File: config.mk
export PLATFORM = sky130hd
export DESIGN_NAME = nes_joypad_reader
export DESIGN_NICKNAME = d
export VERILOG_FILES = /design/src/rtl/nes_joypad_pkg.sv /design/src/rtl/sync_2ff.sv /design/src/rtl/nes_joypad_reader.sv
export SDC_FILE = /design/constraint.sdc
export NUM_CORES = 1
export LEC_CHECK = 0
export ABC_AREA = 1
export CAP_MARGIN = 10
export CORE_AREA = 3 3 83 69
export CTS_CLUSTER_SIZE = 8
export DETAILED_ROUTE_END_ITERATION = 12
export DIE_AREA = 0 0 86 72
export PLACE_DENSITY_LB_ADDON = 0.08
export SLEW_MARGIN = 40
export SYNTH_ARGS = -nofsm -noshare
export SYNTH_HDL_FRONTEND = slang
export SYNTH_HIERARCHICAL = 1
export SYNTH_SLANG_ARGS = --single-unit
File: constraint.sdc
create_clock -name clk -period 2.7 [get_ports clk]
set_input_delay 0.405 -clock clk [delete_from_list [all_inputs] [get_ports clk]]
set_output_delay 0.405 -clock clk [all_outputs]
set_load 0.02 [all_outputs]
File: src/rtl/nes_joypad_pkg.sv
// ============================================================================
// Module : nes_joypad_pkg
// Brief  : Shared state encoding and button index constants for the NES pad
//          reader.
// Rev    : 1.0  initial release
// ============================================================================
`default_nettype none

package nes_joypad_pkg;

  localparam int NUM_BUTTONS = 8;

  localparam int BTN_A      = 0;
  localparam int BTN_B      = 1;
  localparam int BTN_SELECT = 2;
  localparam int BTN_START  = 3;
  localparam int BTN_UP     = 4;
  localparam int BTN_DOWN   = 5;
  localparam int BTN_LEFT   = 6;
  localparam int BTN_RIGHT  = 7;

  localparam logic [2:0] ST_IDLE   = 3'd0;
  localparam logic [2:0] ST_LATCH  = 3'd1;
  localparam logic [2:0] ST_CLK_LO = 3'd2;
  localparam logic [2:0] ST_CLK_HI = 3'd3;
  localparam logic [2:0] ST_DONE   = 3'd4;

  typedef enum logic [2:0] {
    IDLE   = ST_IDLE,
    LATCH  = ST_LATCH,
    CLK_LO = ST_CLK_LO,
    CLK_HI = ST_CLK_HI,
    DONE   = ST_DONE
  } state_e;

endpackage

`default_nettype wire

File: src/rtl/sync_2ff.sv
// ============================================================================
// Module : sync_2ff
// Brief  : One-bit two-flop synchronizer; resets to 1 (idle level of a pad).
// Rev    : 1.0  initial release
// ============================================================================
`default_nettype none

module sync_2ff (
  input  logic clk,
  input  logic rst,
  input  logic d_i,
  output logic q_o
);

  logic meta_q;
  logic sync_q;

  always_ff @(posedge clk) begin
    if (rst) begin
      meta_q <= 1'b1;
      sync_q <= 1'b1;
    end else begin
      meta_q <= d_i;
      sync_q <= meta_q;
    end
  end

  assign q_o = sync_q;

endmodule

`default_nettype wire

File: src/rtl/nes_joypad_reader.sv
// ============================================================================
// Module : nes_joypad_reader
// Brief  : Polls two NES pads over latch/clock/data and presents button bytes.
//          Optional macro JOYPAD_DEBOUNCE_EN: update only on two equal polls.
// Rev    : 1.0  initial release
// ============================================================================
`default_nettype none

module nes_joypad_reader
  import nes_joypad_pkg::*;
#(
  parameter int PULSE_CYCLES = 150,
  parameter int POLL_CYCLES  = 416667,
  parameter int CNT_W        = 19
) (
  input  logic       clk,
  input  logic       rst,
  input  logic       poll_req,
  input  logic       pad_data_1,
  input  logic       pad_data_2,
  output logic       pad_latch,
  output logic       pad_clk,
  output logic [7:0] joycon_1,
  output logic [7:0] joycon_2,
  output logic       busy,
  output logic       valid
);

  localparam int PH_W = (2 * PULSE_CYCLES > 1) ? $clog2(2 * PULSE_CYCLES) : 1;
  localparam logic [PH_W-1:0]  LATCH_LAST  = PH_W'(2 * PULSE_CYCLES - 1);
  localparam logic [PH_W-1:0]  PULSE_LAST  = PH_W'(PULSE_CYCLES - 1);
  localparam logic [CNT_W-1:0] POLL_RELOAD = CNT_W'(POLL_CYCLES - 1);

  state_e                   state_q, state_d;
  logic [PH_W-1:0]          phase_q, phase_d;
  logic [2:0]               bit_q, bit_d;
  logic [CNT_W-1:0]         timer_q, timer_d;
  logic [NUM_BUTTONS-1:0]   sh1_q, sh1_d, sh2_q, sh2_d;
  logic [NUM_BUTTONS-1:0]   joy1_q, joy1_d, joy2_q, joy2_d;
  logic                     data1_sync, data2_sync;
  logic                     start;

  sync_2ff u_sync_1 (.clk(clk), .rst(rst), .d_i(pad_data_1), .q_o(data1_sync));
  sync_2ff u_sync_2 (.clk(clk), .rst(rst), .d_i(pad_data_2), .q_o(data2_sync));

  assign start = (state_q == IDLE) && ((timer_q == '0) || poll_req);

`ifdef JOYPAD_DEBOUNCE_EN
  logic [NUM_BUTTONS-1:0] raw1_q, raw2_q;

  always_ff @(posedge clk) begin
    if (rst) begin
      raw1_q <= '0;
      raw2_q <= '0;
    end else if (state_q == DONE) begin
      raw1_q <= sh1_q;
      raw2_q <= sh2_q;
    end
  end
`endif

  always_comb begin
    state_d = state_q;
    phase_d = phase_q + PH_W'(1);
    bit_d   = bit_q;
    timer_d = timer_q - CNT_W'(1);
    sh1_d   = sh1_q;
    sh2_d   = sh2_q;
    joy1_d  = joy1_q;
    joy2_d  = joy2_q;
    if (start) begin
      timer_d = POLL_RELOAD;
    end
    case (state_q)
      IDLE: begin
        phase_d = '0;
        if (start) begin
          state_d = LATCH;
          bit_d   = 3'd0;
        end
      end
      LATCH: begin
        if (phase_q == LATCH_LAST) begin
          // Pads present active-low data; store pressed as 1, LSB-first.
          sh1_d   = {~data1_sync, sh1_q[NUM_BUTTONS-1:1]};
          sh2_d   = {~data2_sync, sh2_q[NUM_BUTTONS-1:1]};
          bit_d   = bit_q + 3'd1;
          phase_d = '0;
          state_d = CLK_LO;
        end
      end
      CLK_LO: begin
        if (phase_q == PULSE_LAST) begin
          phase_d = '0;
          state_d = CLK_HI;
        end
      end
      CLK_HI: begin
        if (phase_q == PULSE_LAST) begin
          sh1_d   = {~data1_sync, sh1_q[NUM_BUTTONS-1:1]};
          sh2_d   = {~data2_sync, sh2_q[NUM_BUTTONS-1:1]};
          bit_d   = bit_q + 3'd1;
          phase_d = '0;
          state_d = (bit_q == 3'd7) ? DONE : CLK_LO;
        end
      end
      DONE: begin
`ifdef JOYPAD_DEBOUNCE_EN
        if (sh1_q == raw1_q) joy1_d = sh1_q;
        if (sh2_q == raw2_q) joy2_d = sh2_q;
`else
        joy1_d = sh1_q;
        joy2_d = sh2_q;
`endif
        state_d = IDLE;
      end
      default: state_d = IDLE;
    endcase
  end

  always_ff @(posedge clk) begin
    if (rst) begin
      state_q <= IDLE;
      phase_q <= '0;
      bit_q   <= 3'd0;
      timer_q <= '0;
      sh1_q   <= '0;
      sh2_q   <= '0;
      joy1_q  <= '0;
      joy2_q  <= '0;
    end else begin
      state_q <= state_d;
      phase_q <= phase_d;
      bit_q   <= bit_d;
      timer_q <= timer_d;
      sh1_q   <= sh1_d;
      sh2_q   <= sh2_d;
      joy1_q  <= joy1_d;
      joy2_q  <= joy2_d;
    end
  end

  assign pad_latch = (state_q == LATCH);
  assign pad_clk   = (state_q != CLK_LO);
  assign busy      = (state_q != IDLE);
  assign valid     = (state_q == DONE);
  assign joycon_1  = joy1_q;
  assign joycon_2  = joy2_q;

endmodule

`default_nettype wire

Yosys cells after proc, flatten, opt, wreduce, memory -nomap -nowiden
Index checks and enable logic that the tools add are counted.
Storage, ports and cells
  register bits: 70
  input port bits: 5
  output and inout port bits: 20
  word-level logic and storage cells: 62
Operators by class
  add/sub/neg operators: 3
  equal/unequal tests: 12
  multiplexer cells: 20
  bitwise operators: 2
  reductions and logical operators: 12
Operator list (number)
  2-to-1 mux 8 bit: 4
  one-hot mux 8 bit (2 select lines): 2
  one-hot mux 9 bit (3 select lines): 1
  2-to-1 mux 3 bit: 8
  logical NOT 19 bit: 1
  2-to-1 mux 19 bit: 1
  subtractor 19 x 1 -> 19 bit (second input constant): 1
  2-to-1 mux 9 bit: 2
  one-hot mux 3 bit (4 select lines): 1
  adder 9 x 1 -> 9 bit (second input constant): 1
  equality test 9 x 8 -> 1 bit (second input constant): 1
  equality test 9 bit (second input constant): 1
  one-hot mux 3 bit (3 select lines): 1
  AND reduction 4 bit: 2
  equality test 3 x 2 -> 1 bit (second input constant): 2
  equality test 3 bit (second input constant): 2
  != test 2 bit (second input constant): 3
  nonzero test 3 bit: 2
  OR reduction 2 bit: 2
  adder 3 x 1 -> 3 bit (second input constant): 1
  equality test 3 x 1 -> 1 bit (second input constant): 1
  logical NOT 3 bit: 1
  != test 3 x 2 -> 1 bit (second input constant): 1
  AND reduction 3 bit: 1
  other kinds (5): 6

Logic depth before layout (Yosys ltp)
Gate-level depths: netlist of the first run.
  word-level depth: 5
  mapped depth: 13
  mapped depth without buffers: 12

By module
Netlist of the first run, hierarchy kept.
By module, submodules not included
  nes_joypad_reader: instances 1, cells each 376, area each 2894.0 um^2, sequential area each 1321.3 um^2
  sync_2ff: instances 2, cells each 7, area each 58.8 um^2, sequential area each 40.0 um^2

Worst setup path before layout of the first run
Ideal clock, no wire load.
  path kind: reg-to-reg
  start: register state_q[2]
  end: register sh2_q[3]
  library setup time: 116 ps
  data arrival time: 1276 ps
  data required time: 2584 ps
  path slack: 1308 ps
  cell stages (with the launch flop): 10
  path buffers: 1
  clock period less this slack: 1392 ps
  cells stage by stage: dfxtp_1 -> inv_2 -> nand2_1 -> nor2_2 -> nand3_2 -> nand2_4 -> inv_4 -> buf_6 -> nor2_1 -> nor2_1
Between the ends
  word-level cells in the longest chain between the ends: 3
  elaborated cells on any way between the ends: 7
  those cells by class: eq/ne (4); mux (1); reduce/logical (2)
RTL lines
  from (decl): line nes_joypad_reader.sv:34  | state_e state_q, state_d;
  from (signal assigned): line nes_joypad_reader.sv:132  | state_q <= state_d;
  equality test 3 x 1 -> 1 bit *
  via pad_latch: line nes_joypad_reader.sv:21  | output logic pad_latch,
  != test 2 x 1 -> 1 bit (no source line) / nonzero test 2 bit (equally long branches)
  AND reduction 3 bit (no source line)
  to (signal assigned): line nes_joypad_reader.sv:128  | sh2_q <= '0;
  to (signal assigned): line nes_joypad_reader.sv:137  | sh2_q <= sh2_d;
  to (decl): line nes_joypad_reader.sv:38  | logic [NUM_BUTTONS-1:0] sh1_q, sh1_d, sh2_q, sh2_d;
Mark *: on every way through the listed nets, which the timed path passes. The rest lies on a longest branch.
A chain may end at the register's enable or synchronous reset.

Worst setup path in the final report of the first run
  start: register state_q[1]
  end: output port valid
Between the ends
  word-level cells in the longest chain between the ends: 1
RTL lines
  equality test 3 bit: line nes_joypad_reader.sv:146  | assign valid = (state_q == DONE);
  to (decl): line nes_joypad_reader.sv:26  | output logic valid
No other way between the ends.

==> results.py, run 1 <==
metrics = {
    "floorplanning": {
        "initial_utilization": 0.6049,
        "floorplan.die_area_um2": 6192,
        "rows": 23,
        "floorplan_die_height_um": 72,
        "floorplan.core_area_um2": 4979,
        "fp.dieW_um": 86,
        "design.portCount": 25,
    },
    "setup_path": {
        "rrSetupSlack_ns": 0.89,
        "worstPathRequired_ns": 2.30,
        "regToRegEndpoint": "timer_q[15]$_SDFF_PP0_",
        "crit_path_cell_trace": "nor2_1 -> nand2_1 -> inv_1 -> clkdlybuf4s50_1",
        "crit_path_max_fanout": 8,
        "cp_data_arrival_time_ns": 1.76,
        "crit_path_end_kind": "primary output",
        "crit-reg2reg-launch": "timer_q[0]$_SDFF_PP0_",
        "cp.buffers_inverters": 2,
        "critical-path-top-delay-family": "buffers and inverters",
        "timing_worst_setup_path_type": "flop to primary output",
        "timing.critical_path.slowest_stage_cell": "clkdlybuf4s50_1",
        "slowest_delay_ns": 0.60,
        "timing.critical_path.from_type": "flop",
        "ff2ff_path_depth": 11,
    },
    "synthesis": {
        "syn_inst": 390,
        "ys.warnings.count": 6,
        "synth_enable_flop_cells": 0,
        "synth_flop_cell": "dfxtp_1",
        "yosys-top-cells-area": "dfxtp_1 47%, nor2_1 8.7%, nand2_1 7.4%",
        "ys_seq_area_frac": 0.4653,
        "yosysTopAreaCellShare": 0.4653,
        "yosysUniqueCellTypes": 30,
        "number_of_nets_in_the_synthesized_netlist": 401,
        "synthesis.area_per_instance_um2": 7.722,
        "ys_seq_elements": 70,
        "synth-async-reset-ratio": 0,
        "yosysTopAreaCell": "dfxtp_1",
        "post_synth_instance_area_um2": 3012,
        "synth_commonest_cells": "70 x dfxtp_1, 70 x nor2_1, 59 x nand2_1",
    },
    "flow_run": {
        "max_cap_violations": 0,
    },
    "global_route": {
        "grt_start_max_net_pins": 26,
        "groute.layer.met3.usage": 0.05562,
        "grt_first_pass_wirelength_mm": 9.701,
        "met1_usage": 0.2418,
        "grt.busiest_layer": "met2",
        "first_global_vias": 2275,
        "congestion_overflow_gr": 0,
        "antenna_violations_before_repair": 0,
        "global_route.usage.met2": 0.3285,
        "grtUsageTotal": 0.1962,
    },
    "placement": {
        "place_worst_setup_slack_ns": 0.8837,
        "placedCellCount": 468,
        "io_buffer_count": 24,
        "dp.final_hpwl_mm": 3.905,
        "place.gp.congestion": 0.8288,
    },
    "cts": {
        "clk_pin_slew_ns": 0.07,
        "max-clock-path-buffers": 2,
        "cts_root_buf": "clkbuf_8",
        "cts.sink_count": 70,
        "clock_insertion_delay_worst_skew_ns": 0.34,
        "post_cts_resized": 0,
        "cts-buffers-inserted": 9,
        "number_of_buffers_added_for_setup_after_cts": 0,
        "postCtsHoldBufs": 0,
        "number_of_h_tree_levels": 3,
        "tritoncts": "built",
    },
    "worst_hold_path": {
        "timing.hold.worst.class": "flop to flop",
        "hold_depth": 1,
        "worstHoldEndpoint": "sh1_q[7]$_SDFFE_PP0P_",
        "worstHoldStart": "u_sync_1/q_o$_SDFF_PP1_",
    },
    "power": {
        "power.net_switching_uw": 1179,
        "power.density_cell_area_nw_per_um2": 935.4,
        "total_leakage_power_uw": 0.001479,
        "power.internal_uw": 2090,
        "fin_total_pwr_uw": 3269,
        "clkPwrFrac": 0.277,
        "ir_worst_vdd_mv": 0.6128,
        "combinationalPowerShare": 0.318,
        "power_frac_seq": 0.405,
        "sw_frac_of_total": 0.3606,
    },
    "layout": {
        "post_layout_nonfiller_instances": 484,
        "antennaDiodeCount": 0,
        "flow.area_growth_from_synthesis_pct": 16.04,
        "layout.nets": 428,
        "layout_cell_share_with_drive_strength_beyond_1": 0.1114,
    },
    "sta": {
        "period_needed_ns": 2.163,
        "finalClockSkew_ns": 0.01142,
        "totalNegativeSetupSlack_ns": 0,
        "max_slew_margin": 0.6858,
        "grt_setup_unrepaired": "false",
        "timing.final.max_slew_violations": 0,
        "setup_slack_ns": 0.5365,
        "portion_of_the_clock_cycle_consumed_by_the_worst_path_in_the_final_layout": 0.8013,
        "fmaxAchievable_ghz": 0.4622,
        "timing_hold_violations_final": 0,
        "worst_pin_slew_ns": 0.4708,
        "report.final.setup_viol": 0,
    },
    "detailed_routing": {
        "violation_count_after_the_first_detailed_routing_iteration": 109,
        "total_wire_length_after_detailed_routing_mm": 5.618,
        "drt_drc_violations_left": 0,
        "route.detailed.wl_per_inst_um": 11.61,
        "drt-pass1-iter-count": 4,
        "drtAntennaViolNets": 0,
        "dr_total_vias": 2425,
        "routed_via_density": 5.010,
    },
    "status": {
        "run_status": "finished, final reports clean",
    },
}
## through the flow
step,hold slack [ns],util,area [um2]
after floorplan,0.3827,-,3012
after global placement,0.3905,0.6590,3281
after detailed placement,0.3980,0.6590,3281
after CTS,0.4140,0.7019,3495
after global routing,0.4346,0.7019,3495
final,0.4110,0.7019,3495
## logic make-up after synthesis
group | after synthesis | share of synthesized area
buffers and inverters | 61 | 0.08683
AND/OR/NAND/NOR | 172 | 0.2605
AO/OA/AOI/OAI | 68 | 0.1246
flip-flops | 70 | 0.4653
adder cells (fa/ha/maj) | 6 | 0.02493
XOR/XNOR | 13 | 0.03781
## power groups by stage
stage / clock network (uW) / registers (uW) / logic, uW
floorplan: 0 / 1310 / 837
global placement: 0 / 1340 / 1020
detailed placement: 0 / 1350 / 1030
CTS: 925 / 1320 / 1050
global route: 963 / 1340 / 1190
finish: 905 / 1320 / 1040
## layout by cell type (no fill, tap or decap), drive strengths merged
cell	netlist	layout
nor3b	2	2
nand3b	1	1
or2	3	3
ha	6	6
o21ai	30	30
clkinv	0	3
xnor2	6	6
clkdlybuf4s50	0	24
a21oi	27	27
bufinv	0	2
nor3	6	6
xor2	7	7
clkinvlp	0	1
inv	50	50
clkbuf	4	10
a211oi	5	5
nand2	62	62
nand4	9	9
nor2	77	77
nand3	12	12
a31oi	6	6
dfxtp	70	70
buf	7	3
## layout make-up
cell class	count	area, um2
clock inverters	6	86.33
multi-input cells	259	1349
fillers	418	1484
well taps	62	77.57
repair buffers	27	262.8
clock buffers	10	127.6
inverters	50	190.2
flip-flops and latches	70	1401
## worst max path at each step
stage / from / to / cells past startpoint
4_1_cts: state_q[1]$_SDFFE_PP0P_ / valid / 4
5_1_grt: state_q[1]$_SDFFE_PP0P_ / valid / 4
3_5_place_dp: poll_req / timer_q[15]$_SDFF_PP0_ / 6
6_report: state_q[1]$_SDFFE_PP0P_ / valid / 4
3_3_place_gp: state_q[1]$_SDFFE_PP0P_ / valid / 4
2_1_floorplan: state_q[2]$_SDFFE_PP0P_ / sh2_q[3]$_SDFFE_PP0P_ / 9
## per-layer routing
| metal | up-vias | wire (um) |
|---|---|---|
| li1 | 1304 | - |
| met1 | 1083 | 2777 |
| met2 | 33 | 2576 |
| met3 | 5 | 210 |
| met4 | 0 | 53 |
| met5 | - | 0 |
## registers in the layout, indices dropped and copies added (netlist names)
register and count:
u_sync_1/q_o 1, sh2_q 8, joycon_1 8, bit_q 3
joycon_2 8, phase_q 9, u_sync_2/q_o 1, sh1_q 8
state_q 3, timer_q 19, u_sync_1/meta_q 1, u_sync_2/meta_q 1
Power figures use the tool's default switching activity.
==> run 2, diff against run 1 <==
CORE_AREA = 3 3 86 72   (was 3 3 83 69)
DIE_AREA = 0 0 89 75   (was 0 0 86 72)
clock period = 2.2 ns   (was 2.7 ns; I/O delays follow)
==> run 2 against run 1 <==
Compared with the run above:
- die area up 7.8%
- global-route usage down 1.3 points
- clock-buffer cell count unchanged
- final area down 0.11%
- first-iteration DRC count down 8.3%
- critical path depth unchanged
- critical path type unchanged
- highest routed layer unchanged
==> results.py, run 2 (synthesis gave the netlist of run 1 again) <==
metrics = {
    "global_route": {
        "antenna_violations_before_repair": 0,
        "grt_start_max_net_pins": 31,
        "grtUsageTotal": 0.1834,
        "grt_first_pass_wirelength_mm": 9.439,
        "congestion_overflow_gr": 0,
        "first_global_vias": 2129,
    },
    "detailed_routing": {
        "dr_total_vias": 2427,
        "violation_count_after_the_first_detailed_routing_iteration": 100,
        "drt_drc_violations_left": 0,
        "drtAntennaViolNets": 0,
        "routed_via_density": 4.973,
        "total_wire_length_after_detailed_routing_mm": 5.500,
        "route.detailed.wl_per_inst_um": 11.27,
        "drt-pass1-iter-count": 4,
    },
    "sta": {
        "totalNegativeSetupSlack_ns": 0,
        "worst_pin_slew_ns": 0.3419,
        "grt_setup_unrepaired": "false",
        "setup_slack_ns": 0.1079,
        "fmaxAchievable_ghz": 0.4780,
        "timing.final.max_slew_violations": 0,
        "finalClockSkew_ns": 0.008993,
        "max_slew_margin": 0.7715,
        "timing_hold_violations_final": 0,
        "report.final.setup_viol": 0,
        "portion_of_the_clock_cycle_consumed_by_the_worst_path_in_the_final_layout": 0.9509,
        "period_needed_ns": 2.092,
    },
    "power": {
        "clkPwrFrac": 0.261,
        "power.internal_uw": 2489,
        "power.density_cell_area_nw_per_um2": 1125,
        "ir_worst_vdd_mv": 0.6019,
        "sw_frac_of_total": 0.3662,
        "combinationalPowerShare": 0.328,
        "power.net_switching_uw": 1438,
        "power_frac_seq": 0.411,
        "total_leakage_power_uw": 0.001479,
    },
    "placement": {
        "io_buffer_count": 24,
        "place_worst_setup_slack_ns": 0.4793,
        "place.gp.congestion": 0.8498,
        "place_area_um2": 3292,
        "dp.final_hpwl_mm": 3.935,
    },
    "floorplanning": {
        "floorplan_die_height_um": 75,
        "rows": 24,
        "initial_utilization": 0.5603,
        "floorplan.core_area_um2": 5375,
        "design.portCount": 25,
        "fp.dieW_um": 89,
        "floorplan.die_area_um2": 6675,
    },
    "cts": {
        "postCtsHoldBufs": 0,
        "tritoncts": "built",
        "number_of_buffers_added_for_setup_after_cts": 0,
        "cts.sink_count": 70,
        "post_cts_resized": 0,
        "clk_pin_slew_ns": 0.07,
        "max-clock-path-buffers": 2,
        "cts-buffers-inserted": 9,
        "cts_root_buf": "clkbuf_8",
        "number_of_h_tree_levels": 3,
        "clock_insertion_delay_worst_skew_ns": 0.34,
    },
    "status": {
        "run_status": "finished, final reports clean",
    },
    "setup_path": {
        "worstPathRequired_ns": 1.87,
        "cp_data_arrival_time_ns": 1.76,
        "timing_worst_setup_path_type": "flop to primary output",
        "crit_path_max_fanout": 8,
        "crit_path_end_kind": "primary output",
        "timing.critical_path.from_type": "flop",
    },
    "layout": {
        "flow.area_growth_from_synthesis_pct": 15.91,
        "fin_area_um2": 3491,
        "antennaDiodeCount": 0,
        "fill_cells": 458,
        "max_flop_register": "timer_q",
        "mostFrequentLayoutCells": "70 x nor2_1, 70 x dfxtp_1, 59 x nand2_1, 44 x inv_1, 30 x o21ai_0",
        "layout.nets": 429,
        "layout_cell_share_with_drive_strength_beyond_1": 0.1158,
        "largest_registers": "timer_q x19, phase_q x9",
        "largest_register_ffs": 19,
    },
    "flow_run": {
        "max_cap_violations": 0,
    },
    "worst_hold_path": {
        "timing.hold.worst.class": "flop to flop",
    },
}
-- run 2: cell types whose count changed in the layout (fill, tap and decap cells not counted), sizes merged --
cell and change:
buf +1, bufinv -1, clkinv +1
-- run 2: area by class of cell --
cell class / instances / area, um2 / share of cell area
multi-input cells: 259 / 1349 / 0.3864
inverters: 50 / 190.2 / 0.05448
well taps: 65 / 81.33 / 0.02330
flip-flops and latches: 70 / 1401 / 0.4014
clock buffers: 10 / 137.6 / 0.03943
repair buffers: 28 / 270.3 / 0.07742
clock inverters: 6 / 61.31 / 0.01756
-- run 2: layer usage --
layer  GRT usage  wire (um)
met2      0.2718       2393
met5           0          0
met4     0.06942         78
met1      0.2526       2743
met3     0.05689        285
-- run 2: power by group through the flow --
stage	clock, uW	combinational, uW	sequential, uW
finish	1020	1290	1620
global route	1100	1500	1640
CTS	1060	1300	1610
detailed placement	0	1290	1640
global placement	0	1260	1630
floorplan	0	1030	1610
-- run 2: final timing paths --
path	end	from	slack, ns	depth (start not counted)
worst max-delay path	valid	state_q[1]$_SDFFE_PP0P_	0.11	4
worst min-delay path	sh1_q[7]$_SDFFE_PP0P_	u_sync_1/q_o$_SDFF_PP1_	0.40	1
worst max register to register	timer_q[5]$_SDFF_PP0_	timer_q[0]$_SDFF_PP0_	0.52	11
worst min register to register	sh1_q[7]$_SDFFE_PP0P_	u_sync_1/q_o$_SDFF_PP1_	0.40	1
-- run 2: critical path: stages, from the launching register on --
cell,delay (ns)
dfxtp_1,0.38
nor2_1,0.11
nand2_1,0.19
inv_1,0.13
clkdlybuf4s50_1,0.61
-- run 2: through the flow --
step           power [uW]  std cells  hold slack (ns)    util
2_1_floorplan        2637        390           0.3827       -
3_3_place_gp         2899        472           0.3940  0.6124
3_5_place_dp         2931        472           0.3953  0.6124
4_1_cts              3976        488           0.4082  0.6494
5_1_grt              4243        488           0.4238  0.6494
6_report             3928        488           0.4045  0.6494
==> run 3, diff against run 2 <==
CORE_AREA = 3 3 96 80   (was 3 3 86 72)
CTS_CLUSTER_DIAMETER = 120   (was default)
DIE_AREA = 0 0 99 83   (was 0 0 89 75)
==> run 3 against run 2 <==
Compared with the run above:
- utilization shrank 13 points
- final area up 1.9%
- combinational power hardly changed
- via count decreased by 0.99%
- routed wire length is 3.5% higher
- sequential power is essentially flat
- sequential cell count unchanged
- clock-buffer cell count shrank 1
- die area increased by 23%
- register-to-register slack better by 0.04 ns
- worst hold slack improved by 0.0029 ns
- fmax increased by 2.5%
- critical path type unchanged
- highest routed layer unchanged
==> results.py, run 3 (synthesis gave the netlist of run 1 again) <==
metrics = {
    "status": {
        "run_status": "finished, final reports clean",
    },
    "sta": {
        "period_needed_ns": 2.042,
        "timing.final.max_slew_violations": 0,
        "timing_hold_violations_final": 0,
        "totalNegativeSetupSlack_ns": 0,
        "max_slew_margin": 0.8097,
        "worst_pin_slew_ns": 0.2848,
        "report.final.setup_viol": 0,
        "grt_setup_unrepaired": "false",
        "fmaxAchievable_ghz": 0.4897,
        "setup_slack_ns": 0.1580,
        "finalClockSkew_ns": 0.005216,
        "portion_of_the_clock_cycle_consumed_by_the_worst_path_in_the_final_layout": 0.9282,
    },
    "cts": {
        "cts_root_buf": "clkbuf_8",
        "postCtsHoldBufs": 0,
        "max-clock-path-buffers": 2,
        "cts.sink_count": 70,
        "clk_pin_slew_ns": 0.07,
        "tritoncts": "built",
        "clock_insertion_delay_worst_skew_ns": 0.34,
        "number_of_h_tree_levels": 3,
        "cts-buffers-inserted": 9,
    },
    "placement": {
        "place_area_um2": 3319,
        "dp.final_hpwl_mm": 4.070,
        "io_buffer_count": 24,
        "place.gp.congestion": 0.8321,
        "place_worst_setup_slack_ns": 0.4810,
    },
    "setup_path": {
        "regToRegEndpoint": "sh2_q[1]$_SDFFE_PP0P_",
        "crit_path_end_kind": "primary output",
        "worstPathRequired_ns": 1.87,
        "timing.critical_path.to": "busy",
        "crit-reg2reg-launch": "phase_q[0]$_SDFF_PP0_",
        "rrSetupSlack_ns": 0.56,
        "startpoint": "state_q[2]$_SDFFE_PP0P_",
        "cp_data_arrival_time_ns": 1.71,
        "timing_worst_setup_path_type": "flop to primary output",
        "crit_path_max_fanout": 4,
        "ff2ff_path_depth": 8,
        "timing.critical_path.from_type": "flop",
    },
    "layout": {
        "final_core_util": 0.5239,
        "layout_cell_share_with_drive_strength_beyond_1": 0.1137,
        "largest_register_ffs": 19,
        "mostFrequentLayoutCells": "70 x nor2_1, 70 x dfxtp_1, 59 x nand2_1, 44 x inv_1, 30 x o21ai_0",
        "antennaDiodeCount": 0,
        "flow.area_growth_from_synthesis_pct": 18.11,
        "fin_area_um2": 3557,
        "largest_registers": "timer_q x19, phase_q x9",
        "max_flop_register": "timer_q",
        "layout.nets": 429,
    },
    "floorplanning": {
        "floorplan.die_area_um2": 8217,
        "floorplan_die_height_um": 83,
        "fp.dieW_um": 99,
        "rows": 27,
        "design.portCount": 25,
        "floorplan.core_area_um2": 6790,
        "initial_utilization": 0.4435,
    },
    "detailed_routing": {
        "violation_count_after_the_first_detailed_routing_iteration": 63,
        "route.detailed.wl_per_inst_um": 11.19,
        "total_wire_length_after_detailed_routing_mm": 5.695,
        "drt-pass1-iter-count": 4,
        "dr_total_vias": 2403,
        "drtAntennaViolNets": 0,
        "drt_drc_violations_left": 0,
        "routed_via_density": 4.721,
    },
    "global_route": {
        "congestion_overflow_gr": 0,
        "grt_first_pass_wirelength_mm": 10.51,
        "grt_start_max_net_pins": 28,
        "antenna_violations_before_repair": 0,
        "grtUsageTotal": 0.1552,
        "first_global_vias": 2307,
    },
    "worst_hold_path": {
        "timing.hold.worst.class": "flop to flop",
    },
    "flow_run": {
        "max_cap_violations": 0,
    },
    "power": {
        "power.density_cell_area_nw_per_um2": 1157,
        "ir_worst_vdd_mv": 0.6109,
        "total_leakage_power_uw": 0.001511,
    },
}
## run 3: changes by cell type in the layout (fill, tap and decap cells not counted)
cell             delta
clkinv_2            -2
clkdlybuf4s50_1     -1
bufinv_16           +2
dlymetal6s2s_1      +1
clkbuf_8            -1
## run 3: worst min path at each step
stage                                           from                      end  slack [ns]  depth (start not counted)
after floorplan              u_sync_1/q_o$_SDFF_PP1_    sh1_q[7]$_SDFFE_PP0P_        0.38                          1
after global placement    u_sync_1/meta_q$_SDFF_PP1_  u_sync_1/q_o$_SDFF_PP1_        0.39                          2
after detailed placement     u_sync_1/q_o$_SDFF_PP1_    sh1_q[7]$_SDFFE_PP0P_        0.40                          1
after CTS                    u_sync_1/q_o$_SDFF_PP1_    sh1_q[7]$_SDFFE_PP0P_        0.41                          1
after global routing         u_sync_1/q_o$_SDFF_PP1_    sh1_q[7]$_SDFFE_PP0P_        0.42                          1
final                        u_sync_1/q_o$_SDFF_PP1_    sh1_q[7]$_SDFFE_PP0P_        0.41                          1
## run 3: critical path: stages (launching register included)
cell,delay [ns]
dfxtp_1,0.34
nor2_1,0.15
inv_1,0.07
nor2_1,0.21
inv_1,0.07
clkdlybuf4s50_1,0.54
## run 3: per-layer routing
metal / vias to the layer above / wire [um] / track usage
met5: - / 0 / 0
met4: 0 / 61 / 0.04467
met3: 7 / 206 / 0.05458
met2: 22 / 2467 / 0.2256
met1: 1073 / 2960 / 0.2166
li1: 1301 / - / -
## run 3: timing repair
| action | 4_1_cts | 5_1_grt |
|---|---|---|
| gates resized for setup | 0 | 1 |
| setup buffers | 0 | 0 |
| endpoints found under the setup margin | 0 | 1 |
## run 3: layout make-up
cell class,instances,area [um2]
repair buffers,28,272.8
flip-flops and latches,70,1401
clock inverters,6,111.4
well taps,87,108.9
multi-input cells,259,1349
fillers,690,3233
inverters,50,190.2
clock buffers,9,123.9
## run 3: per-stage QoR
step | hold slack [ns] | total power [uW] | cells
floorplan | 0.3827 | 2637 | 390
global placement | 0.3914 | 2928 | 494
detailed placement | 0.3964 | 2933 | 494
CTS | 0.4076 | 4164 | 509
global route | 0.4192 | 4470 | 509
finish | 0.4074 | 4116 | 509
## run 3: power by group
group	switching (uW)	total, uW	internal [uW]
clock network	468	1210	746
logic	800	1290	486
registers	164	1620	1450
